==> src/rtl/note_sequencer.sv <==
// note_sequencer: walks a {len, div} note table from a synchronous ROM
// and drives the tone generator, closing every note with a silent gap.
module note_sequencer #(
    parameter int unsigned TEMPO_TICKS = 9000000,
    parameter int unsigned GAP_TICKS   = 100000,
    parameter int unsigned NUM_NOTES   = 32,
    parameter int unsigned ADDR_W      = 5,
    parameter int unsigned DIV_W       = 17,
    parameter int unsigned LEN_W       = 4,
    parameter bit          LOOP        = 1'b0
) (
    input  logic                   clk,
    input  logic                   rst,
    input  logic                   start,
    input  logic                   stop,
    output logic [ADDR_W-1:0]      rom_addr,
    input  logic [LEN_W+DIV_W-1:0] rom_data,
    output logic [DIV_W-1:0]       tone_div,
    output logic                   tone_en,
    output logic                   busy,
    output logic                   done
);

    typedef enum logic [2:0] {
        S_IDLE,
        S_WAIT,
        S_LOAD,
        S_PLAY,
        S_DONE
    } state_t;

    localparam logic [31:0] TEMPO = 32'(TEMPO_TICKS);
    localparam logic [31:0] GAP   = 32'(GAP_TICKS);
    localparam logic [ADDR_W-1:0] LAST = ADDR_W'(NUM_NOTES - 1);

    state_t           state;
    logic [31:0]      count;
    logic [LEN_W-1:0] len;
    logic [DIV_W-1:0] div;
    logic [31:0]      load_count;
    logic [31:0]      next_count;
    logic             song_end;

    assign {len, div}  = rom_data;
    assign load_count  = 32'(len) * TEMPO - 32'd1;
    assign next_count  = count - 32'd1;

    // End marker in LOAD, or the last PLAY cycle of the final entry.
    always_comb begin
        song_end = 1'b0;
        if (state == S_LOAD)
            song_end = (len == '0);
        else if (state == S_PLAY)
            song_end = (count == '0) && (rom_addr == LAST);
    end

    always_ff @(posedge clk) begin
        if (rst || stop) begin
            state    <= S_IDLE;
            rom_addr <= '0;
            tone_div <= '0;
            tone_en  <= 1'b0;
            busy     <= 1'b0;
            done     <= 1'b0;
            count    <= '0;
        end else begin
            done    <= 1'b0;
            tone_en <= 1'b0;
            unique case (state)
                S_IDLE: begin
                    rom_addr <= '0;
                    tone_div <= '0;
                    if (start) begin
                        state <= S_WAIT;
                        busy  <= 1'b1;
                    end
                end
                S_WAIT: state <= S_LOAD;
                S_LOAD: begin
                    if (len != '0) begin
                        tone_div <= div;
                        count    <= load_count;
                        tone_en  <= (div != '0) &&
                                    (load_count >= GAP);
                        state    <= S_PLAY;
                    end
                end
                S_PLAY: begin
                    if (count != '0) begin
                        count   <= next_count;
                        tone_en <= (tone_div != '0) &&
                                   (next_count >= GAP);
                    end else if (rom_addr != LAST) begin
                        rom_addr <= rom_addr + ADDR_W'(1);
                        state    <= S_WAIT;
                    end
                end
                S_DONE: begin
                    state    <= S_IDLE;
                    busy     <= 1'b0;
                    rom_addr <= '0;
                    tone_div <= '0;
                end
                default: begin
                    state <= S_IDLE;
                    busy  <= 1'b0;
                end
            endcase
            if (song_end) begin
                if (LOOP) begin
                    rom_addr <= '0;
                    state    <= S_WAIT;
                end else begin
                    state <= S_DONE;
                    done  <= 1'b1;
                end
            end
        end
    end

endmodule
==> config.mk <==
export PLATFORM = sky130hd
export DESIGN_NAME = note_sequencer
export DESIGN_NICKNAME = d
export VERILOG_FILES = /design/src/rtl/note_sequencer.sv
export SDC_FILE = /design/constraint.sdc
export NUM_CORES = 1
export LEC_CHECK = 0
export CAP_MARGIN = 15
export CORE_ASPECT_RATIO = 1.75
export CORE_MARGIN = 1.5
export CORE_UTILIZATION = 60
export CTS_CLUSTER_DIAMETER = 30
export DETAILED_ROUTE_END_ITERATION = 16
export PLACE_DENSITY_LB_ADDON = 0.25
export SLEW_MARGIN = 20
export SYNTH_ARGS = -nofsm -noshare
export SYNTH_HDL_FRONTEND = slang
export SYNTH_SLANG_ARGS = --single-unit
==> constraint.sdc <==
create_clock -name clk -period 14.4 [get_ports clk]
set_clock_uncertainty 0.05 [all_clocks]
set_input_delay 4.32 -clock clk [delete_from_list [all_inputs] [get_ports clk]]
set_output_delay 4.32 -clock clk [all_outputs]
set_load 0.02 [all_outputs]
# Word level (Yosys, flattened, before mapping)

Cells that the tools add are included.

Register bits: 60
Input port bits: 25
Output and inout bits: 25

Add/sub/neg operators: 3
Multiply operators: 1
Magnitude comparators: 2
Eq/ne operators: 15
Mux-type cells: 22
Bitwise gates (word level): 1
Reduce and logical (&&, ||, !) cells: 23

Operator list:

| kind                    | count |
|---|---|
| $ge A32 B17 Y1 const B  | 2 |
| $mux W32                | 2 |
| $pmux W32 S2            | 1 |
| $pmux W17 S2            | 1 |
| $reduce_bool A17 Y1     | 2 |
| $logic_not A32 Y1       | 1 |
| $reduce_bool A32 Y1     | 1 |
| $sub A32 B1 Y32 const B | 1 |
| $sub A28 B1 Y29 const B | 1 |
| $mul A4 B18 Y22 const B | 1 |
| $mux W17                | 1 |
| $mux W3                 | 5 |
| $pmux W3 S4             | 1 |
| $mux W5                 | 2 |
| $pmux W5 S2             | 1 |
| $reduce_and A4 Y1       | 2 |
| $eq A3 B2 Y1 const B    | 2 |
| $mux W1                 | 6 |
| $ne A2 B1 Y1 const B    | 3 |
| $ne A3 B2 Y1 const B    | 2 |
| $ne A3 B3 Y1 const B    | 2 |
| $reduce_and A3 Y1       | 2 |
| $reduce_bool A2 Y1      | 3 |
| $add A5 B1 Y5 const B   | 1 |
| other kinds (15)        | 21 |

# Depth between registers and ports, before layout

Depth in word-level cells: 6
Gate-level depth with buffers: 13

# Worst setup path after synthesis

Ideal clock, no wire load.

Path type: input to register
From: input port rom_data[17]
To: register count[26]
Setup time: 0.092 ns
Data arrival time: 7.428 ns
Required time: 14.258 ns
Path slack: 6.829 ns
Stages on the path: 11
Buffers on the path: 1
Path through: clkbuf_1 inv_1 fa_1 inv_1 ha_1 nor3_1 nand2_1 nand4b_1 a2111oi_0 nor3_1 o32ai_1

Word-level cells in the longest chain between the ends: 4

Ends and longest elaborated chain:

| item                 | line | RTL |
|---|---|---|
| from (decl)          | 17   | `input logic [LEN_W+DIV_W-1:0] rom_data,` |
| $mul A4 B18 Y22      | 45   | `assign load_count = 32'(len) * TEMPO - 32'd1;` |
| $sub A28 B1 Y29      | 45   |  |
| $mux W32             | 80   | `if (len != '0) begin` |
| $pmux W32 S2         | 69   | `unique case (state)` |
| to (signal assigned) | 82   | `count <= load_count;` |
| to (signal assigned) | 90   | `count <= next_count;` |
| to (decl)            | 37   | `logic [31:0] count;` |

Several ways; a longest one is shown, not always the timed one. The select of a mux whose other input is x is not followed.
A chain may end at the register's enable or synchronous reset.

# Final worst setup path

From: input port rom_data[17]
To: register count[25]

The elaborated chain is that of the path after synthesis.

==> results.yml <==
synth:
  synth-xor-area-share_pct: 5.988
  seq_area_frac_synth_pct: 28.32
  synth_top_family_by_area: "simple AND/OR/NAND/NOR gates"
  synthDistinctLibCells: 68
  synth_fp_nets: 616
  syn_avg_cell_area_um2: 7.377
  syn_area_mm2: 0.004242
  syn_inst: 575
  synth_compound_area_share_pct: 23.89
  yosysTopAreaCellShare_pct: 28.32
  synthAdderAreaFrac_pct: 4.897
  synth_edf_count: 0
  synth_ff_type: "dfxtp_1"
  synthSimpleGateAreaFrac_pct: 31.21
  ys_ff_latch: 60
  synth_mux_area_share_pct: 0.4720
  synth.top_cells.by_area: "dfxtp_1, a21oi_1, o21ai_0, nor2_1, ha_1"
  async_reset_ff_share_pct: 0
  synth_top_cell_by_area: "dfxtp_1"
  ys_warn_count: 0
timing:
  fin_crit_sh_pct: 60.83
  setup_viol: 0
  tightest_slew_ns: 1.019
  drv_slew: 0
  min_period_ns: 8.760
  slew_headroom_pct: 31.99
  fmax_ghz: 0.1142
  hold_viol: 0
  fin_ws_ns: 5.640
  setup_tns_ns: 0
  rsz0062_at_grt: "no"
critical_path:
  rr_startpoint: "count[0]"
  crit_type: "input port to flip-flop"
  cp.required_ns: 14.60
  crit_path_end_kind: "flip-flop"
  reg2reg_to: "count[22]"
  rr_worst_depth: 9
  ff2ff_setup_slack_ns: 11.16
  critPathArrivalTime_ns: 8.96
  critPathMaxFanout: 14
  worst_setup_path_start_kind: "input port"
cts:
  clock_latency_ns: 0.33
  numCtsBuffers: 9
  cts_hold_buf: 0
  cts_buffer_depth: 2
  cts_tree: "yes"
  htreeDepth: 3
  cts_resized: 0
  cts-root-buf: "clkbuf_16"
  cts_setup_buffers: 0
  clk_pin_slew_ns: 0.05
  cts.sinks: 60
place:
  place_congestion: 0.9757
  post_dp_cell_area_mm2: 0.004736
  detailedPlace.worstSlack_ns: 5.599
  dp_hpwl_um: 8949
  port_buffers: 49
detailed_routing:
  route.detailed.drc: 0
  drt_pass1_iterations: 6
  final_antenna_net_count: 0
  routed_wl_um: 12500
  first_iter_violations: 488
  viasPerCell: 6.808
  vias: 4718
  wire_per_inst_um: 18.03
flow_run:
  maxCapViolCount: 0
die:
  row_count: 40
  die_w_um: 66.56
  dieArea_mm2: 0.007602
  core_area_mm2: 0.006857
  start_util_pct: 61.86
  die_h_um: 114.2
  io_pins: 50
run_status:
  status: "completed"
cells_and_area:
  layout_common_cells: "dfxtp_1, nor2_1, clkdlybuf4s50_1"
  post_route_cells_drive_above_1_share_pct: 5.911
  antenna-diode-count: 0
  syn2layout_area_growth_pct: 19.47
  layout_commonest_cell: "dfxtp_1"
  nets: 645
  finalInstanceArea_mm2: 0.005067
grt:
  grt_pass1_vias: 4436
  grt_first_pass_wirelength_um: 20880
  grt_max_degree: 36
  grtUsageTotal_pct: 35.15
  grt_overflow_total: 0
  antenna_found_initial: 0
power:
  leakagePower_nw: 1.810
  power_density_mw_per_mm2: 105.1
  vdd_drop_max_mv: 0.08788
hold_path:
  hold_class: "flip-flop to flip-flop"
  min-delay-start: "state[2]"
  holdPathEnd: "busy"
  hold_path_depth: 1
==> synth_stat cells (4+ instances only) <==
cell type  number
dfxtp_1        60
nor2_1         53
nand2_1        47
a21oi_1        46
o21ai_0        40
nand3_1        37
clkbuf_1       30
nor3_1         30
xnor2_1        18
inv_1          17
nand4_1        17
nor4_1         16
ha_1           15
or3_1          11
xor2_1         11
a31oi_1        10
a211oi_1        7
or2_2           7
a211o_1         6
a311oi_1        6
and2_1          6
or4_1           6
buf_2           5
o211ai_1        4
o22ai_1         4
==> routing by layer <==
layer	global-route usage (%)	up-vias	part of all wire [%]
li1	-	2214	-
met1	41.88	2197	38
met2	57.87	241	50
met3	5.703	66	6.8
met4	21.22	0	5.5
met5	0	-	0
==> layout make-up <==
type                       instances  area (µm²)
multi-input combinational        460        2829
clock buffer                      13       260.3
timing repair buffer              55       535.5
clock inverter                     3       68.82
tap                               84       105.1
fill                             515        1789
sequential                        60        1201
inverter                          18       67.56
==> logic make-up (layout without fill, tap and decap cells) <==
logic type / count (synthesis) / count (layout)
mux: 2 / 2
buf+inv: 55 / 89
simple gates: 254 / 254
compound gates: 159 / 159
xor+xnor: 29 / 29
flops: 60 / 60
fa+ha+maj: 16 / 16
==> report_power, final <==
part / internal (W) / switching, W / leakage (nW)
sequential: 0.000169 / 0.00000357 / 0.485
combinational: 0.0000464 / 0.0000786 / 1.17
clock: 0.000161 / 0.0000738 / 0.160
total: 0.000376 / 0.000156 / 1.81
==> flip-flops by register name, indices dropped and copies added, names as in the netlist <==
signal	flops
busy	1
rom_addr	5
done	1
tone_div	17
tone_en	1
state	3
count	32
==> through the flow <==
step,hold WS (ns),cells,total power (W),utilization [%]
6_report,0.4107,693,0.0005324,73.91
3_5_place_dp,0.4139,677,0.0002949,69.07
5_1_grt,0.4274,693,0.0005529,73.91
3_3_place_gp,0.3812,677,0.0002925,69.07
2_1_floorplan,0.3562,575,0.0002629,-
4_1_cts,0.4193,693,0.0005297,73.87
==> how the worst max path moves through the flow <==
stage	slack (ns)	startpoint	depth (start not counted)	end
after global routing	5.23	rom_data[17]	11	count[25]
final	5.64	rom_data[17]	11	count[25]
after detailed placement	5.60	rom_data[17]	11	count[25]
after global placement	5.76	rom_data[17]	11	count[26]
after CTS	5.84	rom_data[17]	11	count[25]
after floorplan	6.83	rom_data[17]	11	count[26]
==> worst max-delay path, cell delays in order <==
cell and delay (ns):
clkdlybuf4s50_1 0.75, inv_1 0.25, fa_1 0.86, inv_1 0.13, ha_1 0.35, nor3_1 0.43, nand4_1 0.24, or2_2 0.38
a2111oi_0 0.79, o21ai_0 0.24, a31oi_1 0.21
Power figures use the tool's default switching activity.
==> RTL edit 1, RTL diff (same settings) <==
`ADDR_W`: 5 -> 6.
--- a/src/rtl/note_sequencer.sv
+++ b/src/rtl/note_sequencer.sv
@@ -6,3 +6,3 @@
     parameter int unsigned NUM_NOTES   = 32,
-    parameter int unsigned ADDR_W      = 5,
+    parameter int unsigned ADDR_W      = 6,
     parameter int unsigned DIV_W       = 17,
Interface: changed (resized rom_addr); port bits go from 50 to 51. No check against the original RTL was run, so the function may have changed too.
==> RTL edit 1 against the original RTL <==
Register-to-register slack worse by 0.28 ns. Utilization is 1.8 points lower. Highest routed layer unchanged. Worst hold slack better by 0.0076 ns. Design area is 2.2% higher. Wire length is 7.9% higher. Critical path type unchanged. Area after synthesis is 4.2% higher. Cell count is 3.0% higher. Sequential cell count is 1 higher. Setup slack better by 0.35 ns. Power is 12% lower.
==> RTL edit 1: results (changes against the original RTL) <==
critical_path:
  critPathMaxFanout: 18  # +4
  r2r-end: "tone_en"
  timing.rr.start: "count[4]"
  cp_slowest_cell: "clkdlybuf4s50_1"
  critPathTopFamily: "simple AND/OR/NAND/NOR gates"
  critPathLaunch: "rom_data[19]"
  cp.arrival_ns: 8.54  # -0.42 ns
  ff2ff_setup_slack_ns: 10.88  # -0.28 ns
synthesis:
  avgSynthCellArea_um2: 7.38  # about the same
  synth-seq-area-share_pct: 27.6  # -0.70 points
  synth_cell_types: 71  # +4.4%
  synthAdderAreaFrac_pct: 4.70  # -0.20 points
  synthTopCellsByArea: "dfxtp_1, a21oi_1, nand2_1"
  synth_common_cells: "nand2_1, dfxtp_1, nor2_1"
  syn_nets: 640  # +3.9%
global_routing:
  grt_use_met3_pct: 8.48  # +2.8 points
  grt_pass1_vias: 4554  # +2.7%
  grt_first_pass_wirelength_mm: 21.8  # +4.4%
  use_met1_pct: 36.1  # -5.7 points
routing:
  vias: 4748  # +0.64%
  first_iter_violations: 503  # +3.1%
  wl_met2_mm: 7.15  # +15%
  routed_wl_mm: 13.5  # +7.9%
  met3_length_um: 727  # -14%
worst_hold_path:
  min_from: "tone_div[15]"
  hold_depth: 2  # +1
  min_to: "tone_div[15]"
placement:
  place_inst: 698  # +3.1%
  gp_congestion: 1.01  # +3.3%
  dp_hpwl_mm: 9.92  # +11%
  place_area_mm2: 0.00490  # +3.5%
  port_buffers: 50  # +2.0%
  place_ws_ns: 5.75  # +0.147 ns
cells_and_area:
  drive_gt1_share_pct: 6.37  # +0.46 points
  num-nets-final: 664  # +2.9%
power:
  worst_ir_drop_vdd_v: 0.0000848  # -3.5%
  clock_power_w: 0.000204  # -13%
  cellLeakagePower_nw: 1.84  # +1.6%
sta:
  hold_ws_ns: 0.418  # +0.00760 ns
run_status:
  status: "completed"
RTL edit 1: cell types whose count changed after synthesis, sizes merged, moves of 6 or more:
cell / before / now
nor4: 17 / 23
a211o: 6 / 0
clkbuf: 31 / 37
nor3: 30 / 36
nand2: 47 / 68
nor2: 53 / 59
nand3: 37 / 17
a21oi: 46 / 53
o21ai: 41 / 47
RTL edit 1: worst reg2reg max path, stage by stage, from the launching register on:
cell and delay [ns]:
dfxtp_1 0.42, nor4_4 0.63, nand3_1 0.42, or4_1 0.59
xnor2_1 0.18, or4_1 0.46, a2111oi_0 0.48, o22ai_1 0.14
RTL edit 1: area by class of cell:
type / instances / share of cell area, %
clock inverters: 3 / 0.386
flip-flops and latches: 61 / 23.6
inverters: 15 / 1.09
multi-input cells: 481 / 57.5
well taps: 86 / 2.08
clock buffers: 13 / 5.02
repair buffers: 55 / 10.4
==> RTL edit 2, RTL diff (same flow settings) <==
Without the edit above. Re-encode `state_t` (5 states) as Gray code, 3 bits wide.
--- a/src/rtl/note_sequencer.sv
+++ b/src/rtl/note_sequencer.sv
@@ -24,7 +24,7 @@
     typedef enum logic [2:0] {
-        S_IDLE,
-        S_WAIT,
-        S_LOAD,
-        S_PLAY,
-        S_DONE
+        S_IDLE = 3'b000,
+        S_WAIT = 3'b001,
+        S_LOAD = 3'b011,
+        S_PLAY = 3'b010,
+        S_DONE = 3'b110
     } state_t;
Check against the original RTL: no difference found for any inputs over 10 cycles, from zero or initial values; not proved beyond that.
==> RTL edit 2 against the original RTL <==
Setup slack improved by 0.60 ns. Critical path type unchanged. Highest routed layer unchanged. Design area is 0.72% higher. Synthesized cell count is 0.52% higher. Utilization down 2.3 points. Power fell by 13%. Area after synthesis grew 2.8%. Wire length increased by 1.1%. Sequential power down 2%. Sequential cell count did not move. Register-to-register slack lost 0.58 ns.
==> RTL edit 2: results (changes against the original RTL) <==
run_status:
  status: "completed"
global_routing:
  grt_pass1_vias: 4300  # -3.1%
  grt_use_met3_pct: 7.09  # +1.4 points
  grt.total_usage_pct: 33.1  # -2.1 points
  grtUsageMet2_pct: 55.5  # -2.4 points
  grt_first_pass_wirelength_mm: 19.6  # -5.9%
  use_met1_pct: 36.2  # -5.7 points
  grt_max_degree: 49  # +36%
sta:
  worst_pin_slew_ns: 1.01  # -0.0104 ns
  hold_ws_ns: 0.443  # +0.0323 ns
synthesis:
  synth-xor-area-share_pct: 4.62  # -1.4 points
  netlist_instances: 578  # +0.52%
  synthAdderAreaFrac_pct: 4.76  # -0.13 points
  synth-seq-area-share_pct: 27.6  # -0.76 points
  async_reset_ff_share_pct: 0  # unchanged
  synth_compound_area_share_pct: 26.1  # +2.2 points
  synth_common_cells: "nor2_1, dfxtp_1, o21ai_0"
  muxShareOfSynthArea_pct: 0.718  # +0.25 points
  synthTopCellsByArea: "dfxtp_1, nor2_1, o21ai_0"
  synth_cell_types: 69  # +1.5%
  syn_nets: 619  # +0.49%
cells_and_area:
  biggestRegsByFlops: "count x32, tone_div x17, rom_addr x5"
  fillers: 594  # +15%
  num-nets-final: 646  # +0.16%
  fin_cells: 696  # +0.43%
  drive_gt1_share_pct: 6.72  # +0.81 points
critical_path:
  critPathLaunch: "rom_data[19]"
  ff2ff_setup_slack_ns: 10.58  # -0.58 ns
  cp.arrival_ns: 8.37  # -0.59 ns
  slowest_delay_ns: 0.82  # -0.04 ns
  r2r-end: "tone_div[7]"
  timing.rr.start: "count[0]"
  cp_slowest_cell: "clkdlybuf4s50_1"
  critPathMaxFanout: 15  # +1
routing:
  vias: 4728  # +0.21%
  first_iter_violations: 412  # -16%
  wire_per_inst_um: 18.1  # +0.64%
  first_pass_iters: 6  # unchanged
power:
  clockPowerShare_pct: 47.5  # +3.4 points
  p_int_w: 0.000330  # -12%
  worst_ir_drop_vdd_v: 0.0000832  # -5.3%
  pwr-share-comb_pct: 16.3  # -7.2 points
  pwr_density_cell_mw_per_mm2: 90.9  # -13%
  cellLeakagePower_nw: 1.76  # -2.9%
placement:
  place_ws_ns: 6.00  # +0.406 ns
  place_area_mm2: 0.00480  # +1.4%
  dp_hpwl_mm: 8.86  # -1.0%
  gp_congestion: 0.944  # -3.2%
  place_inst: 680  # +0.44%
  port_buffers: 49  # unchanged
clock_network:
  cts-root-buf: "clkbuf_16"
  htreeDepth: 3  # unchanged
worst_hold_path:
  min_from: "count[28]"
  min_to: "count[28]"
  hold_depth: 2  # +1
RTL edit 2: worst max path at each step:
stage	end	slack, ns
6_report	count[27]	6.24
5_1_grt	count[27]	5.97
4_1_cts	count[27]	6.33
3_5_place_dp	count[27]	6.00
3_3_place_gp	count[27]	6.14
2_1_floorplan	count[21]	7.06
RTL edit 2: final cells by class:
type                            count  share of cell area (%)
Multi-Input combinational cell    464                    57.1
Sequential cell                    60                    23.5
Tap cell                           86                    2.11
Clock buffer                        9                    4.41
Clock inverter                      7                    1.50
Inverter                           18                    1.32
Timing Repair Buffer               52                    10.1
RTL edit 2: worst max-delay path, delay by kind of cell:
family | cells | cell delay, ns
AOI/OAI and AO/OA | 5 | 1.21
adders and majority gates | 2 | 0.90
buffers and inverters | 3 | 1.14
and+or+nand+nor | 2 | 0.77
RTL edit 2: metal layers:
metal  share of wire, %  wire length [µm]  up-vias
met5                  0                 0        -
met4                5.6               708        0
met3                5.3               674       66
met2                 50              6320      216
met1                 39              4920     2221
li1                   -                 -     2225
